`src/rtl/hamming_tx_if.sv`:
```
// Handshake and serial-link bundle for hamming_tx.
// inj_pos exists only when HAMM_ERR_INJECT_EN is defined.
interface hamming_tx_if #(
  parameter int unsigned DEPTH = 4
);
  localparam int unsigned LW = $clog2(DEPTH) + 1;

  logic          in_valid;
  logic          in_ready;
  logic [3:0]    in_data;
`ifdef HAMM_ERR_INJECT_EN
  logic [2:0]    inj_pos;
`endif
  logic          tx_bit;
  logic          tx_frame;
  logic          tx_last;
  logic [6:0]    code_out;
  logic [LW-1:0] fifo_level;

`ifdef HAMM_ERR_INJECT_EN
  // Producer / link-observer side.
  modport master (
    output in_valid, in_data, inj_pos,
    input  in_ready, tx_bit, tx_frame, tx_last, code_out, fifo_level
  );
  // Encoder side.
  modport slave (
    input  in_valid, in_data, inj_pos,
    output in_ready, tx_bit, tx_frame, tx_last, code_out, fifo_level
  );
`else
  modport master (
    output in_valid, in_data,
    input  in_ready, tx_bit, tx_frame, tx_last, code_out, fifo_level
  );
  modport slave (
    input  in_valid, in_data,
    output in_ready, tx_bit, tx_frame, tx_last, code_out, fifo_level
  );
`endif
endinterface

```
`src/rtl/hamming_tx.sv`:
```
// Hamming(7,4) transmitter: nibble FIFO, encoder and LSB-first serializer with frame markers.
// Optional feature macro: HAMM_ERR_INJECT_EN adds inj_pos to flip one code position at load.
module hamming_tx #(
  parameter int unsigned DEPTH = 4
) (
  input logic         clk,
  input logic         rst_n,
  hamming_tx_if.slave bus
);
  localparam int unsigned PW = $clog2(DEPTH);
  localparam int unsigned LW = PW + 1;

  typedef enum logic [0:0] {StIdle, StShift} state_e;

  state_e        state_q, state_d;
  logic [3:0]    mem_q [DEPTH];
  logic [PW-1:0] wr_ptr_q, wr_ptr_d;
  logic [PW-1:0] rd_ptr_q, rd_ptr_d;
  logic [LW-1:0] level_q, level_d;
  logic [6:0]    shift_q, shift_d;
  logic [6:0]    code_q, code_d;
  logic [2:0]    idx_q, idx_d;
  logic          frame_q, frame_d;
  logic          last_q, last_d;

  logic          push, pop, empty, ready;
  logic [6:0]    inj_mask;
  logic [6:0]    next_code;

  // Bit layout matches the receiver's syndrome: position k holds code[k-1].
  function automatic logic [6:0] encode(input logic [3:0] d);
    logic p1, p2, p4;
    p1 = d[0] ^ d[1] ^ d[3];
    p2 = d[0] ^ d[2] ^ d[3];
    p4 = d[1] ^ d[2] ^ d[3];
    return {d[3], d[2], d[1], p4, d[0], p2, p1};
  endfunction

  // Error-injection mask; zero whenever the feature is absent or inj_pos is 0.
  always_comb begin
    inj_mask = '0;
`ifdef HAMM_ERR_INJECT_EN
    if (bus.inj_pos != 3'd0) begin
      inj_mask = 7'b1 << (bus.inj_pos - 3'd1);
    end
`endif
  end

  assign ready     = rst_n && (level_q != LW'(DEPTH));
  assign push      = bus.in_valid && ready;
  assign empty     = (level_q == '0);
  assign next_code = encode(mem_q[rd_ptr_q]) ^ inj_mask;

  // FIFO bookkeeping; a full FIFO refuses pushes even when popping in the same cycle.
  always_comb begin
    wr_ptr_d = wr_ptr_q;
    rd_ptr_d = rd_ptr_q;
    level_d  = level_q;
    if (push) wr_ptr_d = wr_ptr_q + PW'(1);
    if (pop)  rd_ptr_d = rd_ptr_q + PW'(1);
    unique case ({push, pop})
      2'b10:   level_d = level_q + LW'(1);
      2'b01:   level_d = level_q - LW'(1);
      default: level_d = level_q;
    endcase
  end

  // Serializer FSM: load on pop, shift out 7 bits, chain directly into the next codeword.
  always_comb begin
    state_d = state_q;
    shift_d = shift_q;
    code_d  = code_q;
    idx_d   = idx_q;
    frame_d = frame_q;
    last_d  = 1'b0;
    pop     = 1'b0;
    case (state_q)
      StIdle: begin
        shift_d = '0;
        frame_d = 1'b0;
        if (!empty) begin
          pop     = 1'b1;
          code_d  = next_code;
          shift_d = next_code;
          idx_d   = 3'd0;
          frame_d = 1'b1;
          state_d = StShift;
        end
      end
      StShift: begin
        if (idx_q == 3'd6) begin
          if (!empty) begin
            pop     = 1'b1;
            code_d  = next_code;
            shift_d = next_code;
            idx_d   = 3'd0;
            frame_d = 1'b1;
          end else begin
            shift_d = '0;
            idx_d   = 3'd0;
            frame_d = 1'b0;
            state_d = StIdle;
          end
        end else begin
          idx_d   = idx_q + 3'd1;
          shift_d = shift_q >> 1;
          last_d  = (idx_q == 3'd5);
        end
      end
      default: begin
        state_d = StIdle;
        shift_d = '0;
        frame_d = 1'b0;
      end
    endcase
  end

  // State and output registers with synchronous active-low reset; aborts any partial frame.
  always_ff @(posedge clk) begin
    if (!rst_n) begin
      state_q  <= StIdle;
      wr_ptr_q <= '0;
      rd_ptr_q <= '0;
      level_q  <= '0;
      shift_q  <= '0;
      code_q   <= '0;
      idx_q    <= '0;
      frame_q  <= 1'b0;
      last_q   <= 1'b0;
    end else begin
      state_q  <= state_d;
      wr_ptr_q <= wr_ptr_d;
      rd_ptr_q <= rd_ptr_d;
      level_q  <= level_d;
      shift_q  <= shift_d;
      code_q   <= code_d;
      idx_q    <= idx_d;
      frame_q  <= frame_d;
      last_q   <= last_d;
    end
  end

  // FIFO storage; contents are don't-care until written, so no reset is needed.
  always_ff @(posedge clk) begin
    if (push) begin
      mem_q[wr_ptr_q] <= bus.in_data;
    end
  end

  assign bus.in_ready   = ready;
  assign bus.tx_bit     = shift_q[0];
  assign bus.tx_frame   = frame_q;
  assign bus.tx_last    = last_q;
  assign bus.code_out   = code_q;
  assign bus.fifo_level = level_q;
endmodule

```
`src/flat_wrapper.sv`:
```
// flat-port wrapper written by rule: the top's interface ports become plain ports
module hamming_tx_flat 
#(
  parameter int unsigned DEPTH = 4
)
  (clk, rst_n, bus_in_valid, bus_in_data, bus_in_ready, bus_tx_bit, bus_tx_frame, bus_tx_last, bus_code_out, bus_fifo_level);
  hamming_tx_if #(.DEPTH(DEPTH)) bus_i ();
  input logic clk;
  input logic rst_n;
  input wire logic [$bits(bus_i.in_valid)-1:0] bus_in_valid;
  input wire logic [$bits(bus_i.in_data)-1:0] bus_in_data;
  output wire logic [$bits(bus_i.in_ready)-1:0] bus_in_ready;
  output wire logic [$bits(bus_i.tx_bit)-1:0] bus_tx_bit;
  output wire logic [$bits(bus_i.tx_frame)-1:0] bus_tx_frame;
  output wire logic [$bits(bus_i.tx_last)-1:0] bus_tx_last;
  output wire logic [$bits(bus_i.code_out)-1:0] bus_code_out;
  output wire logic [$bits(bus_i.fifo_level)-1:0] bus_fifo_level;
  assign bus_i.in_valid = bus_in_valid;
  assign bus_i.in_data = bus_in_data;
  assign bus_in_ready = bus_i.in_ready;
  assign bus_tx_bit = bus_i.tx_bit;
  assign bus_tx_frame = bus_i.tx_frame;
  assign bus_tx_last = bus_i.tx_last;
  assign bus_code_out = bus_i.code_out;
  assign bus_fifo_level = bus_i.fifo_level;
  hamming_tx #(.DEPTH(DEPTH)) u_core (.clk(clk), .rst_n(rst_n), .bus(bus_i));
endmodule
```
`config.mk`:
```
export PLATFORM = sky130hd
export DESIGN_NAME = hamming_tx_flat
export DESIGN_NICKNAME = d
export VERILOG_FILES = /design/src/rtl/hamming_tx_if.sv /design/src/rtl/hamming_tx.sv /design/src/flat_wrapper.sv
export SDC_FILE = /design/constraint.sdc
export NUM_CORES = 1
export LEC_CHECK = 0
export ABC_AREA = 1
export ABC_CLOCK_PERIOD_IN_PS = 4000
export CAP_MARGIN = 20
export CORE_ASPECT_RATIO = 0.7
export CORE_MARGIN = 10
export CORE_UTILIZATION = 53
export CTS_CLUSTER_DIAMETER = 120
export CTS_CLUSTER_SIZE = 16
export DETAILED_ROUTE_END_ITERATION = 8
export PLACE_DENSITY = 0.75
export SLEW_MARGIN = 30
export SYNTH_ARGS = -nofsm -noshare
export SYNTH_HDL_FRONTEND = slang
export SYNTH_SLANG_ARGS = --single-unit
```
`constraint.sdc`:
```
create_clock -name clk -period 4 [get_ports clk]
set_input_delay 1 -clock clk [delete_from_list [all_inputs] [get_ports clk]]
set_output_delay 1 -clock clk [all_outputs]
set_load 0.005 [all_outputs]
```
## Yosys cells after proc, flatten, opt, wreduce, memory -nomap -nowiden

Memory sizes are Yosys's and may differ from the RTL's. A register that Yosys moved wholly into a read port is not among the register bits.
Index checks and enable logic that the tools add are counted.

| word-level totals | value |
|---|---|
| input bits | 7 |
| memories kept | 1 |
| output and inout port bits | 14 |
| flip-flop bits (word level) | 27 |
| RAM bits | 16 |
| word-level logic and storage cells | 56 |
| latch bits | 0 |
| ROM bits | 0 |

Memory list:

| memory | depth | width | read ports | clocked after Yosys merged registers in | write ports | line | RTL |
|---|---|---|---|---|---|---|---|
| u_core.mem_q | 4 | 4 | 1 | 1 | 1 | hamming_tx.sv:16 | `logic [3:0] mem_q [DEPTH];` |

| operators by class | value |
|---|---|
| reduce and logical (&&, ||, !) cells | 5 |
| bitwise operators | 8 |
| mux-type cells | 21 |
| order comparisons | 0 |
| add/subtract/negate cells | 5 |
| divide/modulo/power cells | 0 |
| multipliers | 0 |
| equality and inequality tests | 7 |
| shift-type cells | 0 |

Operators with widths:

| operator | number |
|---|---|
| $mux W7 | 4 |
| $pmux W7 S2 | 2 |
| $pmux W3 S2 | 2 |
| $add A3 B1 Y3 const B | 2 |
| $eq A3 B3 Y1 const B | 2 |
| $mux W1 | 6 |
| $mux W3 | 2 |
| $pmux W1 S2 | 3 |
| $xor A1 B1 Y1 | 6 |
| $add A2 B1 Y2 const B | 2 |
| $mux W2 | 2 |
| $ne A2 B2 Y1 const B | 2 |
| $logic_not A3 Y1 | 1 |
| $ne A3 B3 Y1 const B | 1 |
| $reduce_or A3 Y1 | 1 |
| $sub A3 B1 Y3 const B | 1 |
| $eq A2 B1 Y1 const B | 1 |
| $eq A2 B2 Y1 const B | 1 |
| $logic_and A1 B1 Y1 | 2 |
| $not A1 Y1 | 2 |
| $reduce_bool A2 Y1 | 1 |

## Depth between registers and ports, before layout

Gate-level depths: netlist (run 1).

| logic depth | value |
|---|---|
| depth in word-level cells | 6 |
| mapped depth | 12 |
| gate-level depth less buffers | 12 |

## Worst setup path after synthesis (run 1)

OpenSTA, ideal clock, no wires.

| timing path | value |
|---|---|
| kind | input port to flip-flop |
| start | input port rst_n |
| end | register u_core.level_q[2], in the netlist u_core.bus.fifo_level[2] |
| setup slack | 1.601 ns |
| data arrival time | 2.277 ns |
| buffers on the path | 0 |
| cell stages on the path | 10 |
| cells stage by stage | inv_2 > a21oi_2 > nand2_2 > ha_1 > inv_1 > fa_1 > a21oi_1 > o21ai_0 > o21ai_0 > a21oi_1 |

| on the way | value |
|---|---|
| longest elaborated chain between the ends | 4 |

Ends and longest elaborated chain:

| item | line | RTL |
|---|---|---|
| start, declared | flat_wrapper.sv:9 | `input logic rst_n;` |
| $logic_and A1 B1 Y1 (*) | hamming_tx.sv:49 | `assign ready = rst_n && (level_q != LW'(DEPTH));` |
| named net bus_in_ready | flat_wrapper.sv:12 | `output wire logic [$bits(bus_i.in_ready)-1:0] bus_in_ready;` |
| $logic_and A1 B1 Y1 (*) | hamming_tx.sv:50 | `assign push = bus.in_valid && ready;` |
| $eq A2 B1 Y1 / $eq A2 B2 Y1 (equally long branches) | hamming_tx.sv:61 | `unique case ({push, pop})` |
| $pmux W3 S2 / $reduce_bool A2 Y1 (equally long branches) | - |  |
| end signal, assigned | hamming_tx.sv:134 | `level_q <= level_d;` |
| end, declared | hamming_tx.sv:19 | `logic [LW-1:0] level_q, level_d;` |

Mark *: on every way through the listed nets, which the timed path passes. The rest lies on a longest branch.
A chain may end at the register's enable or synchronous reset.

## Final worst setup path (run 1)

| timing path | value |
|---|---|
| start | input port rst_n |
| end | output port bus_in_ready |

| on the way | value |
|---|---|
| longest elaborated chain between the ends | 1 |

Ends and longest elaborated chain:

| item | line |
|---|---|
| $logic_and A1 B1 Y1 | hamming_tx.sv:49 |
| end, declared | flat_wrapper.sv:12 |

Every way passes these cells.

==> results of run 1 <==
## worst max-delay path, cell delays in order
cell and delay [ps]:
clkdlybuf4s50_1 670, inv_2 70, a21oi_2 140, clkdlybuf4s50_1 530
## worst paths after layout
check / endpoint / startpoint
max: bus_in_ready / rst_n
min: u_core.shift_q[4]$_SDFF_PN0_ / u_core.shift_q[5]$_SDFF_PN0_
max reg2reg: u_core.bus.fifo_level[2]$_SDFFE_PN0P_ / u_core.idx_q[1]$_SDFFE_PN0P_
min reg2reg: u_core.shift_q[4]$_SDFF_PN0_ / u_core.shift_q[5]$_SDFF_PN0_
## cells by family (layout without fill, tap and decap cells)
family          count (synthesis)  count (layout)  synth area share, %
simple gates                  107             107                 24.9
compound gates                 36              36                 10.5
flops                          45              45                 53.8
fa+ha+maj                       6               6                 4.19
buf+inv                        29              54                 6.53
## layout by cell type, fill, tap and decap left out
cell	instances
inv_1	20
clkinv_1	1
nand2_2	8
inv_2	3
dfxtp_1	29
o21bai_1	1
nor2_4	1
nor4_1	1
inv_4	1
o21a_1	1
clkinv_4	1
buf_4	1
nand3_2	5
clkinv_2	2
clkbuf_8	5
and3_1	1
o21ai_1	2
clkdlybuf4s50_1	20
nor2_1	10
a21oi_1	24
nand2_1	65
o21ai_2	1
o21ai_0	4
fa_1	1
a21oi_4	1
edfxtp_1	16
nand2_4	1
a21oi_2	1
ha_1	5
nand3_1	15
o221ai_1	1
## final cells by class
type                    count  share of cell area (%)
well taps                  50                    2.72
repair buffers             21                    9.04
multi-input cells         149                    34.0
flip-flops and latches     45                    46.2
clock inverters             3                   0.763
inverters                  25                    4.25
clock buffers               5                    3.00
## through the flow
step	cell area [um^2]	hold WS (ps)	instances	utilization (%)	worst slack (ps)
6_report	2300	449	298	64.6	586
3_3_place_gp	2210	435	290	62.1	601
3_5_place_dp	2210	438	290	62.1	580
5_1_grt	2300	472	298	64.6	529
4_1_cts	2300	453	298	64.6	571
2_1_floorplan	1970	431	223	-	1600
## state kept, by name (all words and copies together) (netlist names), named ones only
signal / cells
u_core.bus.fifo_level: 3
u_core.bus.tx_frame: 1
u_core.idx_q: 3
u_core.mem_q: 16
u_core.bus.tx_last: 1
u_core.state_q: 1
u_core.wr_ptr_q: 2
u_core.rd_ptr_q: 2
u_core.shift_q: 7
u_core.bus.code_out: 7
## layer usage
metal	track usage (%)	vias up	wire, um
met1	15.2	658	1840
met2	17.1	37	1440
met5	0	-	0
li1	-	775	-
met3	4.95	7	245
met4	5.63	0	63
## power by group
part           total (W)  switching (W)  internal [W]  leakage (nW)
clock           0.000271       0.000150      0.000121        0.0455
sequential      0.000632      0.0000628      0.000570         0.383
combinational   0.000608       0.000368      0.000240         0.497
total            0.00151       0.000581      0.000930         0.925
==> metrics.yaml, run 1 <==
status:
  status: "finished clean"
clock_network:
  numCtsBuffers: 5
  hold_buffers: 0
  cts_tree: "built"
  cts_max_path_buffers: 2
  cts-resized-gates: 0
  cts_setup_buffers: 0
  cts_sinks: 45
  path_clk_slew_ps: 80
  clkLatencyLatePin_ps: 300
  h-tree-depth: 2
  cts_root_buffer: "clkbuf_8"
grt:
  grt_max_degree: 19
  grt-ovfl-total: 0
  grt_pass1_vias: 1387
  antenna_found_initial: 0
  grt_pass1_wl_um: 6320
  groute.usage.overall_pct: 11.9
setup_path:
  worstSetupEndpointType: "output pin"
  rr_worst_depth: 11
  r2r_slack_ps: 1780
  cp_max_fo: 9
  critical_path_required_ps: 3000
  worstSetupPathType: "in2out"
  arrival_ps: 2410
  worstSetupStartpointType: "primary input"
timing:
  skew_ps: 7.03
  drv_slew: 0
  hold_viol: 0
  worst_pin_slew_ps: 458
  max_freq_mhz: 293
  fin_crit_ps: 3410
  setup_viol: 0
  setup-tns-final_ps: 0
  max-slew-margin-rel_pct: 69.5
  rsz0062_at_grt: "no"
  finalCritPeriodShare_pct: 85.4
drt:
  drtAntennaViolNets: 0
  drt_iter0_markers: 93
  dr.pass1.iters: 4
  drc: 0
  dr_total_vias: 1477
  drt-total-wl_um: 3590
  vias_per_cell: 4.96
  routedWlPerCell_um: 12.1
floorplan:
  fp.coreArea_mm2: 0.00356
  start_util_pct: 55.4
  die-area_mm2: 0.00660
  die_w_um: 92.9
  placementRows: 18
  pin_count: 21
  die_h_um: 71.0
layout:
  multi_input_area_um2: 782
  final_layout_size_suffix_gt1_share_pct: 12.5
  register_area_mm2: 0.00106
  fill_cells: 323
  area_growth_pct: 16.5
  nets: 260
  num_antenna_cells: 0
logic_synthesis:
  yosysSeqAreaShare_pct: 53.8
  synth_area_mm2: 0.00197
  ys_top_cells_by_count: "65 x nand2_1, 29 x dfxtp_1, 24 x a21oi_1"
  yosys.area.top_type: "dfxtp_1"
  synth_seq_cells: 45
  syn_nets: 236
  synth_area_leaders: "dfxtp_1 29%, edfxtp_1 24%, nand2_1 12%"
  synth_edf_count: 16
  synth_cell_type_count: 29
  synth_top_area_share_pct: 29.4
  ys.flop_type: "dfxtp_1"
  yosys_warnings: 0
  syn_inst: 223
  postSynth.asyncResetShare_pct: 0
  yosysMostFrequentCell: "nand2_1"
  syn_avg_cell_area_um2: 8.84
hold_path:
  hold_class: "reg2reg"
  worstHoldPathCells: 2
placed_design:
  place_hpwl_um: 2650
  io_buffers: 20
  place_congestion: 0.765
power:
  cellPowerDensity_mw_per_mm2: 658
  p_leak_nw: 0.925
  irDropWorstVdd_mv: 0.377
  total_power_w: 0.00151
job:
  maxCapViolations: 0
No activity file was read; power rests on OpenSTA's default activity.
==> run 2: changes to the inputs <==
--- a/config.mk
+++ b/config.mk
@@ -6,7 +6,7 @@
 export NUM_CORES = 1
 export LEC_CHECK = 0
 export ABC_AREA = 1
-export ABC_CLOCK_PERIOD_IN_PS = 4000
+export ABC_CLOCK_PERIOD_IN_PS = 3700
 export CAP_MARGIN = 20
 export CORE_ASPECT_RATIO = 0.7
 export CORE_MARGIN = 10
==> constraint.sdc (replaced) <==
create_clock -name clk -period 3.7 [get_ports clk]
set_input_delay 0.925 -clock clk [delete_from_list [all_inputs] [get_ports clk]]
set_output_delay 0.925 -clock clk [all_outputs]
set_load 0.005 [all_outputs]
==> run 2 against run 1 <==
Net effect: sequential share of layout area fell by 0.10 points; via count rose by 0.68%; design area up 0.22%; clock power up 8.1%; flip-flop and latch count did not move; global-route usage grew 0.30 points; cell count up 0.34%; first-iteration DRC count decreased by 18%; non-clock buffer count rose by 1; sequential power rose by 8.4%; die area unchanged; register-to-register slack got worse by 340 ps; critical path type unchanged; largest power group unchanged.
==> metrics.yaml, run 2 (same netlist as run 1, synthesis figures left out) <==
clock_network:
  cts-resized-gates: 0  # unchanged
  cts_root_buffer: "clkbuf_8"  # unchanged
  cts_tree: "built"  # unchanged
  cts_sinks: 45  # unchanged
  cts_max_path_buffers: 2  # unchanged
  h-tree-depth: 2  # unchanged
  numCtsBuffers: 5  # unchanged
  hold_buffers: 0  # unchanged
  clkLatencyLatePin_ps: 300  # about the same
  path_clk_slew_ps: 80  # about the same
  cts_setup_buffers: 0  # unchanged
grt:
  grt_pass1_wl_um: 6600  # was 6320 um
  antenna_found_initial: 0  # unchanged
  grt_pass1_vias: 1471  # was 1387
  groute.usage.overall_pct: 12.2  # was 11.9%
  grt-ovfl-total: 0  # unchanged
  grt_max_degree: 19  # unchanged
placed_design:
  dp.cells: 291  # was 290
  io_buffers: 20  # unchanged
  place_congestion: 0.774  # was 0.765
  place_hpwl_um: 2650  # about the same
  place_area_mm2: 0.00222  # was 0.00221 mm^2
setup_path:
  cp_max_fo: 2  # was 9
  cp_cell_sequence: "clkdlybuf4s50_1 -> inv_2 -> a21oi_2 -> clkdlybuf4s50_1"  # unchanged
  critical_path_required_ps: 2770  # was 3000 ps
  r2r_slack_ps: 1440  # was 1780 ps
  crit_top_cell: "clkdlybuf4s50_1"  # unchanged
  worstSetupStartpointType: "primary input"  # unchanged
  worstSetupPathType: "in2out"  # unchanged
  cp_slowest_cell: "clkdlybuf4s50_1"  # unchanged
  r2r_start: "u_core.idx_q[1]$_SDFFE_PN0P_"  # unchanged
  r2r-end: "u_core.bus.fifo_level[2]$_SDFFE_PN0P_"  # unchanged
  worst_path_largest_cell_delay_ps: 530  # was 670 ps
  critical_path_buf_inv_count: 3  # unchanged
  path_delay_family: "buffers and inverters"  # unchanged
  arrival_ps: 2120  # was 2410 ps
  worstSetupEndpointType: "output pin"  # unchanged
  rr_worst_depth: 11  # unchanged
timing:
  rsz0062_at_grt: "no"  # unchanged
  max_freq_mhz: 328
  hold_viol: 0  # unchanged
  drv_slew: 0  # unchanged
  setup_viol: 0  # unchanged
  fin_crit_ps: 3050
  skew_ps: 7.37  # was 7.03 ps
  finalCritPeriodShare_pct: 82.4
  setup-tns-final_ps: 0  # unchanged
  max-slew-margin-rel_pct: 68.6  # was 69.5%
  worst_pin_slew_ps: 471  # was 458 ps
layout:
  final_common_cell: "nand2_1"  # unchanged
  mostFrequentLayoutCells: "65 x nand2_1, 29 x dfxtp_1, 24 x a21oi_1"  # unchanged
  fin_area_mm2: 0.00230  # about the same
  num_antenna_cells: 0  # unchanged
  largest_reg_flops: 16  # unchanged
  final_layout_size_suffix_gt1_share_pct: 13.3  # was 12.5%
  area_growth_pct: 16.8  # was 16.5%
  nets: 261  # was 260
  utilization_pct: 64.7  # was 64.6%
  fill_cells: 322  # was 323
  fin_cells: 299  # was 298
  regMostFlops: "u_core.mem_q"  # unchanged
status:
  status: "finished clean"  # unchanged
floorplan:
  placementRows: 18  # unchanged
  fp.coreArea_mm2: 0.00356  # unchanged
  die_w_um: 92.9  # unchanged
  start_util_pct: 55.4  # unchanged
  die-area_mm2: 0.00660  # unchanged
  pin_count: 21  # unchanged
  die_h_um: 71.0  # unchanged
hold_path:
  holdCritStartpoint: "u_core.shift_q[1]$_SDFF_PN0_"  # was u_core.shift_q[5]$_SDFF_PN0_
  min_to: "u_core.shift_q[0]$_SDFF_PN0_"  # was u_core.shift_q[4]$_SDFF_PN0_
  hold_class: "reg2reg"  # unchanged
  worstHoldPathCells: 2  # unchanged
power:
  p_leak_nw: 0.932  # was 0.925 nW
  irDropWorstVdd_mv: 0.424  # was 0.377 mV
  total_power_w: 0.00164  # was 0.00151 W
  cellPowerDensity_mw_per_mm2: 714  # was 658 mW/mm^2
drt:
  drt_iter0_markers: 76  # was 93
  drt-total-wl_um: 3650  # was 3590 um
  dr_total_vias: 1487  # was 1477
  vias_per_cell: 4.97  # was 4.96
  dr.pass1.iters: 4  # unchanged
  drtAntennaViolNets: 0  # unchanged
  routedWlPerCell_um: 12.2  # was 12.1 um
  drc: 0  # unchanged
job:
  maxCapViolations: 0  # unchanged
==> run 2: how the worst max path moves through the flow <==
stage	from	end	slack, ps	cells after the start
after floorplan	rst_n	u_core.bus.fifo_level[2]$_SDFFE_PN0P_	1380	10
after global placement	rst_n	bus_in_ready	660	4
after detailed placement	rst_n	bus_in_ready	650	4
after CTS	rst_n	bus_in_ready	640	4
after global routing	rst_n	bus_in_ready	600	4
final	rst_n	bus_in_ready	650	4
==> run 2: power breakdown <==
part	switching [W]	internal, W	leakage (nW)
Combinational	0.000405	0.000260	0.502
Sequential	0.0000687	0.000616	0.383
Clock	0.000159	0.000133	0.0479
==> run 2: per-stage QoR <==
| stage | hold slack, ps | setup WS [ps] |
|---|---|---|
| after floorplan | 431 | 1380 |
| after CTS | 452 | 637 |
| after global placement | 433 | 658 |
| final | 449 | 651 |
| after detailed placement | 438 | 646 |
| after global routing | 471 | 604 |
==> run 2: layout make-up <==
cell class                      count  area (um^2)  share of cell area, %
Multi-Input combinational cell    149          782                   34.0
Clock inverter                      2         10.0                  0.435
Clock buffer                        6         73.8                   3.21
Timing Repair Buffer               22          215                   9.35
Inverter                           25         97.6                   4.24
Tap cell                           50         62.6                   2.72
Sequential cell                    45         1060                   46.1
==> run 2: tightest hold or removal path, delay by kind of cell, from the launching register on <==
kind	cells	cell delay (ps)
compound gates	1	50
flops	1	300
simple gates	1	50
==> run 2: routing by layer <==
layer  part of all wire [%]  wire length (um)  GRT usage, %  vias up
li1                       -                 -             -      775
met1                     48              1750          15.2      664
met2                     42              1530          18.4       40
met3                    8.3               304          4.64        8
met4                    1.8                66          5.63        0
met5                      0                 0             0        -
==> variant 1 (settings of run 1) <==
Take the reset off `shift_q` and load it in a clocked block of its own.
--- a/src/rtl/hamming_tx.sv
+++ b/src/rtl/hamming_tx.sv
@@ -123,5 +123,4 @@
       rd_ptr_q <= '0;
       level_q  <= '0;
-      shift_q  <= '0;
       code_q   <= '0;
       idx_q    <= '0;
@@ -133,5 +132,4 @@
       rd_ptr_q <= rd_ptr_d;
       level_q  <= level_d;
-      shift_q  <= shift_d;
       code_q   <= code_d;
       idx_q    <= idx_d;
@@ -139,4 +137,8 @@
       last_q   <= last_d;
     end
+  end
+
+  always_ff @(posedge clk) begin
+    shift_q <= shift_d;
   end
 
Check against the original RTL: differs if rst_n is asserted again (counterexample within 4 cycles, from zero or initial values and one cycle with rst_n low); with rst_n held inactive, the same outputs for 10 cycles.
==> variant 1 against run 1 <==
Design area is 0.54% lower. Area after synthesis shrank 0.44%. Sequential cell count is the same. First-iteration DRC count down 15%. Largest cell class unchanged. Combinational power grew 0.8%. Global-route usage fell by 0.098 points. Sequential power up 0.8%. Total power increased by 1.6%. Routed wire length increased by 4.2%. Maximum frequency up 3.7%. Worst setup slack better by 0.12 ns. Synthesized cell count fell by 0.90%. Critical endpoint unchanged. Final cell count shrank 0.67%.
==> variant 1: results (changes against run 1) <==
Routability Congestion: 0.793 (+3.8%)
Worst VDD drop: 0.360 mV (-4.5%)
Placed cell areas: 2200 um2 (-0.62%)
Max H-tree Level: 2 (unchanged)
Fill count: 312 (-3.4%)
Largest net degree at the start of global routing: 16 (-3)
Met2 track demand over resource: 18.2% (+1.1 points)
Inst Count DP: 288 (-0.69%)
CLK BUF: 5 (unchanged)
Seq area share: 46.4% (+0.25 points)
GRT met3 Usage: 4.74% (-0.21 points)
CP max stage delay: 0.55 ns (-0.12 ns)
DR iter-0 viols: 79 (-15%)
GRT met1 Usage: 14.5% (-0.71 points)
Share of the synthesized area in the top cell type: 29.6% (+0.13 points)
Clock Skew: 0.00610 ns (-0.000936 ns)
Met3 routed WL: 280 um (+14%)
Clock-cell share of area: 3.83% (+0.075 points)
Post-synth top cells: nand2_1, dfxtp_1, inv_1
Register area share after synthesis: 54.0% (+0.24 points)
Layout net count: 258 (-0.77%)
Dpl ws: 0.711 ns (+0.131 ns)
I/O Buffers: 20 (unchanged)
Total Power: 1.54 mW (+1.6%)
Syn_area_per_cell: 8.88 um2 (+0.46%)
Final cell count without fillers: 296 (-0.67%)
Ranking of synthesized cells by area: dfxtp_1, edfxtp_1, nand2_1
Status: finished clean
Worst Tran Pin Value: 0.476 ns (+0.0188 ns)
Synth Net Count: 234 (-0.85%)
Cts repair resizes: 0 (unchanged)
Area of the multi-input gates: 757 um2 (-3.2%)
Internal power: 0.948 mW (+1.9%)
Buffer share of cell area: 9.42% (+0.38 points)
Final core occ: 64.6% (about the same)
HPWL Detailed: 2.79 mm (+5.5%)
Met2 routed WL: 1.61 mm (+12%)
Routed len/inst: 12.6 um (+4.9%)
Post-synthesis cell type count: 25 (-14%)
Gr usage total: 11.8% (-0.098 points)
Horiz. Die Dim: 92.7 um (-0.18%)
First-pass GRT wire length: 6.38 mm (+0.98%)
Inverters, non-clock: 27 (+8.0%)
Vias per cell: 4.98 (+0.54%)
Multi-In Gates: 144 (-3.4%)
Non-clock buffers: 22 (+4.8%)
Maximum fanout along the worst path: 2 (-7)
Met1 Routed Length: 1.79 mm (-2.4%)
Leakage power: 0.970 nW (+4.9%)
Vias in the first global route: 1455 (+4.9%)
Share of post-route cells with drive strength above 1: 13.0% (+0.51 points)
variant 1: cell count changes after synthesis, sizes merged, moves of 2 or more:
cell,before,now
a21oi,26,19
nor3,0,2
inv,24,27
nor2,11,9
variant 1: cell families after synthesis:
kind of cell	count (synthesis)	synth area share, %
AND/OR/NAND/NOR	108	25.4
flip-flops	45	54.0
buffers and inverters	32	7.39
AO/OA/AOI/OAI	30	8.99
adder cells (fa/ha/maj)	6	4.21
variant 1: final timing paths:
check	slack, ns	to	start
setup / recovery	0.71	bus_in_ready	rst_n
hold / removal	0.43	u_core.shift_q[4]	u_core.shift_q[5]
setup reg to reg	1.81	u_core.bus.fifo_level[2]	u_core.idx_q[2]
hold reg to reg	0.43	u_core.shift_q[4]	u_core.shift_q[5]
variant 1: power groups by stage:
stage	logic [mW]	clock network [mW]	registers, mW
6_report	0.613	0.285	0.637
5_1_grt	0.694	0.311	0.650
4_1_cts	0.617	0.295	0.638
3_5_place_dp	0.615	0	0.647
3_3_place_gp	0.596	0	0.645
2_1_floorplan	0.453	0	0.629
==> variant 2 (flow settings as in run 1) <==
Made on the original files. `DEPTH` is set to 4 in 3 places; all go to 2.
--- a/src/rtl/hamming_tx_if.sv
+++ b/src/rtl/hamming_tx_if.sv
@@ -2,5 +2,5 @@
 // inj_pos exists only when HAMM_ERR_INJECT_EN is defined.
 interface hamming_tx_if #(
-  parameter int unsigned DEPTH = 4
+  parameter int unsigned DEPTH = 2
 );
   localparam int unsigned LW = $clog2(DEPTH) + 1;
--- a/src/rtl/hamming_tx.sv
+++ b/src/rtl/hamming_tx.sv
@@ -2,5 +2,5 @@
 // Optional feature macro: HAMM_ERR_INJECT_EN adds inj_pos to flip one code position at load.
 module hamming_tx #(
-  parameter int unsigned DEPTH = 4
+  parameter int unsigned DEPTH = 2
 ) (
   input logic         clk,
--- a/src/flat_wrapper.sv
+++ b/src/flat_wrapper.sv
@@ -2,5 +2,5 @@
 module hamming_tx_flat 
 #(
-  parameter int unsigned DEPTH = 4
+  parameter int unsigned DEPTH = 2
 )
   (clk, rst_n, bus_in_valid, bus_in_data, bus_in_ready, bus_tx_bit, bus_tx_frame, bus_tx_last, bus_code_out, bus_fifo_level);
Ports: changed (resized bus_fifo_level); port bits go from 21 to 20. The function was not compared with the original's and may differ.
==> variant 2 against run 1 <==
Sequential cell count down 12. Worst setup slack worse by 0.037 ns. Routed wire length down 22%. Die area down 23%. Design area down 26%. Total power down 14%. Critical path depth unchanged. Area after synthesis down 29%. Sequential share of layout area down 2.9 points. Critical endpoint unchanged.
==> variant 2: results (changes against run 1) <==
Reg-to-Reg End: u_core.bus.fifo_level[1]
Placed cell areas: 1600 um2 (-28%)
Inst Count DP: 216 (-26%)
Synth Net Count: 174 (-26%)
Largest net degree at the start of global routing: 15 (-4)
Routability Congestion: 0.814 (+6.4%)
Critical Path AT: 2.45 ns (+0.04 ns)
Max reg flops: 8 (-8)
Vias per cell: 5.04 (+1.8%)
I/O Buffers: 19 (-5.0%)
Share of post-route cells with drive strength above 1: 11.6% (-0.92 points)
Routed len/inst: 12.5 um (+3.7%)
DR iter-0 viols: 87 (-6.5%)
Post-synthesis cell type count: 24 (-17%)
Syn_area_per_cell: 8.39 um2 (-5.1%)
Fill count: 207 (-36%)
Layout net count: 197 (-24%)
Dpl ws: 0.562 ns (-0.0180 ns)
Status: finished clean
Hold EP: u_core.shift_q[1]
Area Growth Syn to Fin: 22.8%
Internal power: 0.822 mW (-12%)
FF-to-FF path depth: 8 (-3)
Number of synthesized flops with an enable pin: 8 (-8)
Worst Tran Pin Value: 0.387 ns (-0.0708 ns)
Vias in the first global route: 1057 (-24%)
Min Clock Period, post-route: 3.45 ns (+0.0375 ns)
Maximum fanout along the worst path: 10 (+1)
[variant 2: power groups by stage]
| stage | Combinational [mW] | Clock, mW | Sequential [mW] |
|---|---|---|---|
| final | 0.489 | 0.305 | 0.498 |
| after global routing | 0.547 | 0.325 | 0.514 |
| after CTS | 0.492 | 0.309 | 0.499 |
| after detailed placement | 0.489 | 0 | 0.506 |
| after global placement | 0.472 | 0 | 0.501 |
| after floorplan | 0.355 | 0 | 0.488 |
[variant 2: cell type report]
cell class | count | area share (%)
Clock inverter | 3 | 2.41
Tap cell | 34 | 2.49
Inverter | 19 | 4.32
Multi-Input combinational cell | 110 | 31.9
Timing Repair Buffer | 20 | 11.6
Sequential cell | 33 | 43.3
Clock buffer | 5 | 4.02
[variant 2: how the worst max path moves through the flow]
stage	from	depth (start not counted)	end
floorplan	rst_n	3	bus_in_ready
global placement	rst_n	4	bus_in_ready
detailed placement	rst_n	4	bus_in_ready
CTS	rst_n	4	bus_in_ready
global route	rst_n	4	bus_in_ready
finish	rst_n	4	bus_in_ready
[variant 2: routing by layer]
| layer | routed length, um | vias to the layer above | track usage [%] | part of all wire, % |
|---|---|---|---|---|
| met5 | 0 | - | 0 | 0 |
| li1 | - | 580 | - | - |
| met4 | 48 | 0 | 4.53 | 1.7 |
| met2 | 1230 | 30 | 16.9 | 44 |
| met3 | 231 | 7 | 5.17 | 8.3 |
| met1 | 1290 | 513 | 14.2 | 46 |
[variant 2: cells by family (layout without fill, tap and decap cells)]
family	count (synthesis)	after routing	share of synthesized area, %
AND/OR/NAND/NOR	82	82	26.9
flip-flops	33	33	53.2
AO/OA/AOI/OAI	27	27	11.4
buffers and inverters	23	47	7.64
adder cells (fa/ha/maj)	1	1	0.898
